**config.mk**
```make
export PLATFORM = sky130hd
export DESIGN_NAME = hazard_ctrl_flat
export DESIGN_NICKNAME = d
export VERILOG_FILES = /design/src/rtl/hazard_if.sv /design/src/rtl/hazard_ctrl.sv /design/src/flat_wrapper.sv
export SDC_FILE = /design/constraint.sdc
export NUM_CORES = 1
export LEC_CHECK = 0
export BUFFER_PORTS_ARGS = -buffer_cell sky130_fd_sc_hd__buf_4
export CORE_ASPECT_RATIO = 1.4
export CORE_UTILIZATION = 45
export CTS_CLUSTER_DIAMETER = 50
export CTS_CLUSTER_SIZE = 28
export DETAILED_ROUTE_END_ITERATION = 10
export PLACE_DENSITY = 0.71
export SYNTH_ARGS = -nofsm -noshare
export SYNTH_HDL_FRONTEND = slang
export SYNTH_SLANG_ARGS = --single-unit
```
**constraint.sdc**
```tcl
create_clock -name clk -period 3.7 [get_ports clk]
set_input_delay 0.555 -clock clk [delete_from_list [all_inputs] [get_ports clk]]
set_output_delay 0.555 -clock clk [all_outputs]
set_load 0.01 [all_outputs]
```
**src/rtl/hazard_if.sv**
```systemverilog
// Hazard sequencer interface: pipeline-side hazard inputs and stall/flush/replay controls.
// The master modport is the pipeline side and the slave modport is the hazard controller.
interface hazard_if #(
  parameter int CNT_W = 32
);
  logic [4:0]       rs1D;
  logic [4:0]       rs2D;
  logic             rs1_useD;
  logic             rs2_useD;
  logic [4:0]       rdE;
  logic             memreadE;
  logic             redirectE;
  logic             icache_miss;
  logic             icache_ready;
  logic             dcache_reqM;
  logic             dcache_ready;
  logic             stallF;
  logic             stallD;
  logic             stallE;
  logic             stallM;
  logic             flushD;
  logic             flushE;
  logic             flushW;
  logic             replayF;
  logic [CNT_W-1:0] stall_cycles;
  logic [CNT_W-1:0] flush_count;

  modport master (
    output rs1D, rs2D, rs1_useD, rs2_useD, rdE, memreadE, redirectE,
           icache_miss, icache_ready, dcache_reqM, dcache_ready,
    input  stallF, stallD, stallE, stallM, flushD, flushE, flushW, replayF,
           stall_cycles, flush_count
  );

  modport slave (
    input  rs1D, rs2D, rs1_useD, rs2_useD, rdE, memreadE, redirectE,
           icache_miss, icache_ready, dcache_reqM, dcache_ready,
    output stallF, stallD, stallE, stallM, flushD, flushE, flushW, replayF,
           stall_cycles, flush_count
  );
endinterface

```
**src/rtl/hazard_ctrl.sv**
```systemverilog
// Stall/flush sequencer for the 5-stage core: D-miss > redirect > load-use > I-miss.
// state | meaning
// RUN   | no outstanding cache miss
// DWAIT | data-cache miss outstanding, whole pipe frozen, WB bubbled
// IWAIT | instruction-cache miss outstanding, fetch held
module hazard_ctrl #(
  parameter int CNT_W = 32
) (
  input logic     clk,
  input logic     rst,
  hazard_if.slave hz
);

  typedef enum logic [1:0] {
    RUN   = 2'd0,
    DWAIT = 2'd1,
    IWAIT = 2'd2
  } state_e;

  state_e           state_q, state_d;
  logic             redir_pend_q, redir_pend_d;
  logic             ichit_q, ichit_d;
  logic [CNT_W-1:0] stall_cnt_q, stall_cnt_d;
  logic [CNT_W-1:0] flush_cnt_q, flush_cnt_d;

  logic dmiss, imiss, iresolve, load_use, lu_stall, replay, any_stall;

  // ichit_q remembers an icache_ready that arrived while the pipe was frozen by a D-miss
  always_comb begin
    dmiss    = hz.dcache_reqM & ~hz.dcache_ready;
    imiss    = hz.icache_miss & ~hz.icache_ready & ~ichit_q;
    iresolve = (hz.icache_miss & hz.icache_ready) | ichit_q;
    load_use = hz.memreadE & (hz.rdE != 5'd0) &
               ((hz.rs1_useD & (hz.rdE == hz.rs1D)) |
                (hz.rs2_useD & (hz.rdE == hz.rs2D)));
  end

  always_comb begin
    state_d      = state_q;
    redir_pend_d = redir_pend_q;
    ichit_d      = ichit_q;
    lu_stall     = 1'b0;
    replay       = 1'b0;
    hz.stallF    = 1'b0;
    hz.stallD    = 1'b0;
    hz.stallE    = 1'b0;
    hz.stallM    = 1'b0;
    hz.flushD    = 1'b0;
    hz.flushE    = 1'b0;
    hz.flushW    = 1'b0;
    hz.replayF   = 1'b0;
    flush_cnt_d  = flush_cnt_q;
    if (!rst) begin
      if (dmiss) begin
        hz.stallF = 1'b1;
        hz.stallD = 1'b1;
        hz.stallE = 1'b1;
        hz.stallM = 1'b1;
        hz.flushW = 1'b1;
        ichit_d   = ichit_q | (hz.icache_miss & hz.icache_ready);
        state_d   = DWAIT;
      end else begin
        lu_stall     = load_use & ~hz.redirectE;
        replay       = redir_pend_q & iresolve;
        hz.stallF    = imiss | lu_stall;
        hz.stallD    = lu_stall;
        hz.flushE    = hz.redirectE | lu_stall;
        hz.flushD    = hz.redirectE | replay | (imiss & ~lu_stall);
        hz.replayF   = replay;
        ichit_d      = 1'b0;
        redir_pend_d = (redir_pend_q & ~replay) | (hz.redirectE & imiss);
        if (hz.redirectE) begin
          flush_cnt_d = flush_cnt_q + 1'b1;
        end
        case (state_q)
          RUN:     if (imiss) state_d = IWAIT;
          DWAIT:   state_d = RUN;
          IWAIT:   if (iresolve || !hz.icache_miss) state_d = RUN;
          default: state_d = RUN;
        endcase
      end
    end
  end

  always_comb begin
    any_stall   = hz.stallF | hz.stallD | hz.stallE | hz.stallM;
    stall_cnt_d = any_stall ? stall_cnt_q + 1'b1 : stall_cnt_q;
    // counters read as zero during the reset cycle itself
    hz.stall_cycles = rst ? '0 : stall_cnt_q;
    hz.flush_count  = rst ? '0 : flush_cnt_q;
  end

  always_ff @(posedge clk) begin
    if (rst) begin
      state_q      <= RUN;
      redir_pend_q <= 1'b0;
      ichit_q      <= 1'b0;
      stall_cnt_q  <= '0;
      flush_cnt_q  <= '0;
    end else begin
      state_q      <= state_d;
      redir_pend_q <= redir_pend_d;
      ichit_q      <= ichit_d;
      stall_cnt_q  <= stall_cnt_d;
      flush_cnt_q  <= flush_cnt_d;
    end
  end

endmodule

```
**src/flat_wrapper.sv**
```systemverilog
// flat-port wrapper written by rule: the top's interface ports become plain ports
module hazard_ctrl_flat 
#(
  parameter int CNT_W = 32
)
  (clk, rst, hz_rs1D, hz_rs2D, hz_rs1_useD, hz_rs2_useD, hz_rdE, hz_memreadE, hz_redirectE, hz_icache_miss, hz_icache_ready, hz_dcache_reqM, hz_dcache_ready, hz_stallF, hz_stallD, hz_stallE, hz_stallM, hz_flushD, hz_flushE, hz_flushW, hz_replayF, hz_stall_cycles, hz_flush_count);
  hazard_if #(.CNT_W(CNT_W)) hz_i ();
  input logic clk;
  input logic rst;
  input wire logic [$bits(hz_i.rs1D)-1:0] hz_rs1D;
  input wire logic [$bits(hz_i.rs2D)-1:0] hz_rs2D;
  input wire logic [$bits(hz_i.rs1_useD)-1:0] hz_rs1_useD;
  input wire logic [$bits(hz_i.rs2_useD)-1:0] hz_rs2_useD;
  input wire logic [$bits(hz_i.rdE)-1:0] hz_rdE;
  input wire logic [$bits(hz_i.memreadE)-1:0] hz_memreadE;
  input wire logic [$bits(hz_i.redirectE)-1:0] hz_redirectE;
  input wire logic [$bits(hz_i.icache_miss)-1:0] hz_icache_miss;
  input wire logic [$bits(hz_i.icache_ready)-1:0] hz_icache_ready;
  input wire logic [$bits(hz_i.dcache_reqM)-1:0] hz_dcache_reqM;
  input wire logic [$bits(hz_i.dcache_ready)-1:0] hz_dcache_ready;
  output wire logic [$bits(hz_i.stallF)-1:0] hz_stallF;
  output wire logic [$bits(hz_i.stallD)-1:0] hz_stallD;
  output wire logic [$bits(hz_i.stallE)-1:0] hz_stallE;
  output wire logic [$bits(hz_i.stallM)-1:0] hz_stallM;
  output wire logic [$bits(hz_i.flushD)-1:0] hz_flushD;
  output wire logic [$bits(hz_i.flushE)-1:0] hz_flushE;
  output wire logic [$bits(hz_i.flushW)-1:0] hz_flushW;
  output wire logic [$bits(hz_i.replayF)-1:0] hz_replayF;
  output wire logic [$bits(hz_i.stall_cycles)-1:0] hz_stall_cycles;
  output wire logic [$bits(hz_i.flush_count)-1:0] hz_flush_count;
  assign hz_i.rs1D = hz_rs1D;
  assign hz_i.rs2D = hz_rs2D;
  assign hz_i.rs1_useD = hz_rs1_useD;
  assign hz_i.rs2_useD = hz_rs2_useD;
  assign hz_i.rdE = hz_rdE;
  assign hz_i.memreadE = hz_memreadE;
  assign hz_i.redirectE = hz_redirectE;
  assign hz_i.icache_miss = hz_icache_miss;
  assign hz_i.icache_ready = hz_icache_ready;
  assign hz_i.dcache_reqM = hz_dcache_reqM;
  assign hz_i.dcache_ready = hz_dcache_ready;
  assign hz_stallF = hz_i.stallF;
  assign hz_stallD = hz_i.stallD;
  assign hz_stallE = hz_i.stallE;
  assign hz_stallM = hz_i.stallM;
  assign hz_flushD = hz_i.flushD;
  assign hz_flushE = hz_i.flushE;
  assign hz_flushW = hz_i.flushW;
  assign hz_replayF = hz_i.replayF;
  assign hz_stall_cycles = hz_i.stall_cycles;
  assign hz_flush_count = hz_i.flush_count;
  hazard_ctrl #(.CNT_W(CNT_W)) u_core (.clk(clk), .rst(rst), .hz(hz_i));
endmodule
```
Yosys cells after proc, flatten, opt, wreduce, memory -nomap -nowiden
Cells that the tools add are included.
{"block": "word_totals", "romBits": 0, "n_memories": 0, "regBits": 66, "elab_cells": 55, "ramBits": 0, "latch_bits": 0}
{"block": "classes", "muxes": 14, "n_reduce_logical": 3, "add_sub_neg": 2, "n_lt_le_gt_ge": 0, "bitwise_logic": 30, "div_mod_pow": 0, "n_shift": 0, "mul": 0, "n_eq_ne": 2}
{"cell": "$add 32x1->32 const B", "count": 2}
{"cell": "$mux 32", "count": 2}
{"cell": "$and 1x1->1", "count": 13}
{"cell": "$mux 1", "count": 12}
{"cell": "$eq 5x5->1", "count": 2}
{"cell": "$or 1x1->1", "count": 10}
{"cell": "$not 1->1", "count": 7}
{"cell": "$reduce_bool 5->1", "count": 1}
{"cell": "$reduce_and 2->1", "count": 1}
{"cell": "$reduce_or 2->1", "count": 1}

Logic depth before layout (Yosys ltp)
Gate-level depths: netlist of the first run.
{"block": "logic_depth", "ltp_word": 11, "mapped_depth": 8, "ltp_nobuf": 7}

Worst setup path after synthesis of the first run
No wires, ideal clock.
{"block": "synth_path", "path_kind": "input -> output", "start": "input hz_rdE[0]", "end": "output hz_stallF", "t_required_ps": 3145, "setup_slack_ps": 1121, "path_buffers": 2, "arrival_ps": 2024, "stages": 7, "cell_sequence": "or4_1 o21ai_2 nor2_2 a211oi_4 buf_6 buf_8 nor2_1"}
{"block": "synth_between", "elab_chain_cells": 8, "word_cells_on_any_way": 12}
{"item": "from (decl)", "line_no": "flat_wrapper.sv:14", "text": "input wire logic [$bits(hz_i.rdE)-1:0] hz_rdE;"}
{"item": "$eq 5x5->1, on equally long branches", "line_no": "hazard_ctrl.sv:34, hazard_ctrl.sv:35"}
{"item": "$and 1x1->1, on equally long branches", "line_no": "hazard_ctrl.sv:34, hazard_ctrl.sv:35"}
{"item": "$or 1x1->1", "line_no": "hazard_ctrl.sv:34", "text": "((hz.rs1_useD & (hz.rdE == hz.rs1D)) |"}
{"item": "$and 1x1->1 *", "line_no": "hazard_ctrl.sv:33", "text": "load_use = hz.memreadE & (hz.rdE != 5'd0) &"}
{"item": "$and 1x1->1 *", "line_no": "hazard_ctrl.sv:63", "text": "lu_stall = load_use & ~hz.redirectE;"}
{"item": "$or 1x1->1 *", "line_no": "hazard_ctrl.sv:65", "text": "hz.stallF = imiss | lu_stall;"}
{"item": "$mux 1 *", "line_no": "hazard_ctrl.sv:54", "text": "if (dmiss) begin"}
{"item": "$mux 1 *", "line_no": "hazard_ctrl.sv:53", "text": "if (!rst) begin"}
{"item": "to (decl)", "line_no": "flat_wrapper.sv:21", "text": "output wire logic [$bits(hz_i.stallF)-1:0] hz_stallF;"}
Mark *: on every way between the ends. The rest lies on a longest branch, timed or not.

Final worst setup path of the first run
Same ends and word-level chain as after synthesis.

==> qor.csv, run 1 <==
metric;value;unit
outcome;completed;
First-pass DRT Iterations;4;
vias in the first global route;3204;
count of flip-flops with a built-in enable after synthesis;0;
# setup viols final;0;
Iteration-0 DRC Markers;122;
Ports;97;
Tmin final;2.53;ns
DP HPWL;5.85;mm
CP arrival;1.98;ns
worst-skew pair later-pin latency;0.35;ns
synthesized net count;478;
die area;8510;um2
Die H;109;um
most frequent cell after synthesis;dfxtp_1;
Primary FF master, synth;dfxtp_1;
crit-path most repeated cell;buf_4;
Synth area leaders;dfxtp_1, nor2b_1, xor2_1;
worst slew pin tran;0.901;ns
initial antenna violation count;0;
Max-Slew Margin vs Limit;0.399;
Synth Register Bits;66;
Congestion Overflow GR;0;
core outline area;7800;um2
VDD IR max;0.244;mV
max cap viols;0;
CTS max path bufs;2;
ys async rst share;0;
Slew Viols, Final;0;
DIE WIDTH;78.2;um
Yosys top cell area share;0.361;
final core occ;0.594;
Max stage delay on crit path;0.56;ns
initial core utilization;0.470;
Post-Syn Area;3660;um2
crit-path cells;buf_4, or4_1, o21ai_2, nor2_2, a211oi_4, nor2_1, buf_4;
Mean Syn Cell Area;8.12;um2
Synth cell types;45;
area grow syn2layout;26.6;%
setup TNS;0;ns
sequential area share after synthesis;0.361;
Vias per Instance;5.27;
post-synth top area cell;dfxtp_1;
postcts setup bufs;0;
RSZ-0062 raised after global routing;false;
critical path's slowest cell;or4_1;
share of layout cells above drive strength 1;0.245;
final period utilization;0.685;
synth warn;0;
Routed WL;8.15;mm
Finished Cell Area;4630;um2
Routability Congestion;0.871;
Antenna Cells;0;
Mapped Cells;451;
largest net degree at the start of global routing;96;
Leak Pwr;1.83;nW
synth cell count leaders;dfxtp_1, nor2b_1, nor2_1;
Crit Path Class;in -> out;
worst hold path class;reg -> reg;
first-pass GRT wire length;13.9;mm
Num CTS Buffers;9;
CTS hold repair buffers;0;
DR WL/cell;12.6;um
DR vias;3404;
Worst Path Required;3.14;ns
Resized cells post-CTS;0;
clock skew;0.0156;ns
root buffer cell;clkbuf_8;
hold slack;0.493;ns
Worst-path clk slew;0.07;ns
Final ANT Viol Nets;0;
Layout Nets;568;
Max Freq;395;MHz
Hold Fails Final Rpt;0;
all-layer global routing usage;0.205;
I/O Buffers;96;
P per Cell Area;315;nW/um2
CTS tree;done;
Area after DPL;4430;um2
Sink Count;66;
Tot Pwr;1.46;mW
number of H-tree levels;3;
Site Rows;38;
CP Capture Type;output port;
Residual DRC;0;
Startpoint Class;input port;
Crit Path Max Fanout;3;
layout make-up:
type                       instances  area (um2)
inverter                           3        11.3
clock inverter                     6        66.3
timing repair buffer             102         766
fill                             707        3160
clock buffer                      10         138
multi-input combinational        359        2210
sequential                        66        1320
tap                              100         125
layer usage:
metal / vias up / part of all wire / global-route usage
met4: 0 / 0.021 / 0.0913
li1: 1729 / - / -
met2: 73 / 0.53 / 0.372
met5: - / 0 / 0
met1: 1585 / 0.41 / 0.222
met3: 17 / 0.043 / 0.0510
cell usage in the layout, fill, tap and decap left out, drive strengths merged, types with 11 or more instances in the layout:
master	n
a21oi	26
and3	11
buf	102
dfxtp	66
nand2	28
nand3	20
nand4	17
nor2	54
nor2b	65
o21ai	23
or3	22
xnor2	18
xor2	23
worst max-delay path: cells and delay by family:
kind            cells  cell delay (ns)
simple gates        3             0.71
buf+inv             2             0.32
compound gates      2             0.39
through the flow:
stage / worst slack [ns] / instances
final: 1.17 / 646
after global placement: 0.976 / 630
after global routing: 1.09 / 646
after detailed placement: 0.923 / 630
after CTS: 1.16 / 646
after floorplan: 1.12 / 451
kinds of logic after synthesis:
| group | Yosys count | share of synthesized area |
|---|---|---|
| adders and majority gates | 2 | 0.00683 |
| muxes | 10 | 0.0331 |
| AOI/OAI and AO/OA | 54 | 0.0820 |
| xor gates and xnor gates | 41 | 0.0981 |
| buffers and inverters | 26 | 0.0362 |
| and+or+nand+nor | 252 | 0.383 |
| DFF | 66 | 0.361 |
power breakdown:
part           switching, mW  internal (mW)  total (mW)
combinational         0.0659         0.0514       0.117
sequential           0.00584          0.716       0.721
clock                  0.294          0.329       0.623
state kept, by name (all words and copies together) (netlist names):
register             count
u_core.redir_pend_q      1
u_core.ichit_q           1
u_core.stall_cnt_q      32
u_core.flush_cnt_q      32
path summary, 6_finish.rpt:
path                           from                     end  slack (ns)  cells past startpoint
max                       hz_rdE[0]               hz_stallF        1.17                      7
min          u_core.stall_cnt_q[31]  u_core.stall_cnt_q[31]        0.49                      2
max reg2reg   u_core.stall_cnt_q[0]  u_core.stall_cnt_q[18]        1.38                      6
min reg2reg  u_core.stall_cnt_q[31]  u_core.stall_cnt_q[31]        0.49                      2
(Power assumes the default switching activity.)
==> run 2: changes to the inputs <==
- ABC_AREA: not set -> 1
- PLACE_DENSITY: 0.71 -> 0.69
- clock period: 3.7 -> 2.57 ns (I/O delays scaled with it)
==> qor.csv, run 2 <==
metric;value;unit;change
outcome;completed;;
met3 Usage GRT;0.0491;;-0.00196
Tmin final;1.98;ns;
max cap viols;0;;unchanged
Post-Syn Area;4300;um2;+18%
CTS tree;done;;
most common cell after layout, fill and taps aside;nand2_1;;
all-layer global routing usage;0.230;;+0.0259
biggest regs;u_core.flush_cnt_q x32, u_core.stall_cnt_q x32;;
area grow syn2layout;24.9;%;
Congestion Overflow GR;0;;unchanged
Layout Nets;866;;+52%
Area after DPL;5090;um2;+15%
Max Freq;504;MHz;
critical path's slowest cell;dfxtp_1;;
Site Rows;41;;+7.9%
DR vias;4610;;+35%
most frequent cell after synthesis;nand2_1;;
final period utilization;0.772;;
worst hold path class;in -> reg;;
Synth cell types;35;;-22%
Residual DRC;0;;unchanged
ys async rst share;0;;unchanged
Placement Setup Slack;0.416;ns;-0.507 ns
setup TNS;0;ns;unchanged
# setup viols final;0;;unchanged
Crit Path Max Fanout;5;;+2
Slew Viols, Final;0;;unchanged
synthesized net count;776;;+62%
Sink Count;66;;unchanged
clock skew;0.00576;ns;-0.00985 ns
synth warn;0;;unchanged
Hold Fails Final Rpt;0;;unchanged
crit-path cells;ha_1, nand2_1, nor2_2, nand2_1, inv_1, nand3_1, nor2_2, nand2_1, nor2_1, nand3_1, nand2_1, nor2_1;;
share of layout cells above drive strength 1;0.161;;-0.0841
DIE WIDTH;84.7;um;+8.2%
Antenna Cells;0;;unchanged
Synth Register Bits;66;;unchanged
fill cell count;934;;+32%
CTS max path bufs;2;;unchanged
root buffer cell;clkbuf_16;;
Die H;118;um;+8.3%
busiest layer in global routing;met2;;
Routability Congestion;0.877;;+0.64%
Worst Path Required;2.78;ns;-0.36 ns
CP arrival;2.19;ns;+0.21 ns
initial core utilization;0.471;;+0.00185
Max-Slew Margin vs Limit;0.601;;+0.202
Vias per Instance;4.85;;-7.9%
VDD IR max;0.317;mV;+30%
synth cell count leaders;nand2_1, nor2_1, inv_1;;
count of flip-flops with a built-in enable after synthesis;0;;unchanged
number of H-tree levels;3;;unchanged
post-synth top area cell;dfxtp_1;;
flop-to-flop setup slack;0.59;ns;-0.79 ns
initial antenna violation count;0;;unchanged
final core occ;0.589;;-0.00556
RSZ-0062 raised after global routing;false;;
Worst-path clk slew;0.05;ns;-0.02 ns
die area;9970;um2;+17%
core outline area;9130;um2;+17%
crit-path most repeated cell;nand2_1;;
R2R cell count;12;;+6
Num CTS Buffers;9;;unchanged
Final ANT Viol Nets;0;;unchanged
Resized cells post-CTS;0;;unchanged
CP Capture Type;flip-flop;;
final worst slack;0.586;ns;-0.581 ns
Startpoint Class;flip-flop;;
largest net degree at the start of global routing;55;;-43%
first-pass GRT wire length;18.7;mm;+34%
most frequent cells in the layout;nand2_1, nor2_1, inv_1;;
CTS hold repair buffers;0;;unchanged
sequential area share after synthesis;0.307;;-0.0539
P per Cell Area;455;nW/um2;+44%
Iteration-0 DRC Markers;153;;+25%
First-pass DRT Iterations;6;;+2
storage element area;1320;um2;unchanged
GR met2 Demand/Resource;0.417;;+0.0445
DR WL/cell;11.6;um;-7.9%
Ports;97;;unchanged
met1 Usage GRT;0.260;;+0.0378
I/O Buffers;96;;unchanged
DP HPWL;8.47;mm;+45%
Synth area leaders;dfxtp_1, nand2_1, nor2_1;;
Yosys top cell area share;0.307;;-0.0539
hold depth;4;;+2
Leak Pwr;2.46;nW;+34%
vias in the first global route;4366;;+36%
worst slew pin tran;0.593;ns;-0.308 ns
Multi-input gate area;2400;um2;+8.9%
Primary FF master, synth;dfxtp_1;;
Mapped Cells;749;;+66%
Finished Cell Area;5380;um2;+16%
Routed WL;11.0;mm;+35%
Max stage delay on crit path;0.38;ns;-0.18 ns
Mean Syn Cell Area;5.75;um2;-29%
Crit Path Class;reg -> reg;;
worst-skew pair later-pin latency;0.33;ns;-0.02 ns
postcts setup bufs;0;;unchanged
run 2: changes by cell type after synthesis, moves of 10 or more:
| cell | delta |
|---|---|
| nor3_1 | +22 |
| nand3_1 | +30 |
| o21ai_0 | -10 |
| and3_1 | -11 |
| xnor2_1 | -18 |
| xor2_1 | -12 |
| or3_1 | -21 |
| nor2b_1 | -65 |
| nor2_1 | +117 |
| nand2_1 | +165 |
| inv_1 | +120 |
run 2: final cells by class:
cell class,instances,share of cell area
multi-input cells,535,0.447
flip-flops and latches,66,0.246
repair buffers,101,0.141
inverters,126,0.0880
clock buffers,12,0.0458
well taps,107,0.0249
clock inverters,3,0.00745
run 2: path summary, 6_finish.rpt:
check | from | to
worst min register to register | u_core.flush_cnt_q[31] | u_core.flush_cnt_q[31]
worst max-delay path | u_core.stall_cnt_q[0] | u_core.stall_cnt_q[30]
worst min-delay path | hz_icache_ready | u_core.redir_pend_q
worst max register to register | u_core.stall_cnt_q[0] | u_core.stall_cnt_q[30]
run 2: kinds of logic after synthesis:
logic type / Yosys count / share of synthesized area
buffers and inverters: 148 / 0.135
XOR/XNOR: 11 / 0.0224
AND/OR/NAND/NOR: 472 / 0.467
AO/OA/AOI/OAI: 50 / 0.0634
adder cells (fa/ha/maj): 2 / 0.00581
flip-flops: 66 / 0.307
run 2: power breakdown:
group / switching (mW) / internal, mW
Sequential: 0.00895 / 1.03
Clock: 0.446 / 0.769
Combinational: 0.119 / 0.0694
run 2: per-stage QoR:
stage                     total power [mW]  hold WS (ns)  cells
final                                 2.44         0.372    950
after global routing                  2.53         0.430    950
after CTS                             2.46         0.361    950
after detailed placement              1.25         0.463    935
after global placement                1.25         0.454    935
after floorplan                       1.18         0.445    749
run 2: critical path, delay by kind of cell (launching register included):
kind	cells	cell delay (ns)
fa+ha+maj	1	0.22
buf+inv	1	0.09
simple gates	10	1.16
flops	1	0.38
run 2: metal layers:
| metal | routed length, um | share of wire | vias to the layer above |
|---|---|---|---|
| li1 | - | - | 2473 |
| met1 | 4670 | 0.42 | 2018 |
| met2 | 5680 | 0.51 | 99 |
| met3 | 415 | 0.038 | 20 |
| met4 | 270 | 0.024 | 0 |
| met5 | 0 | 0 | - |
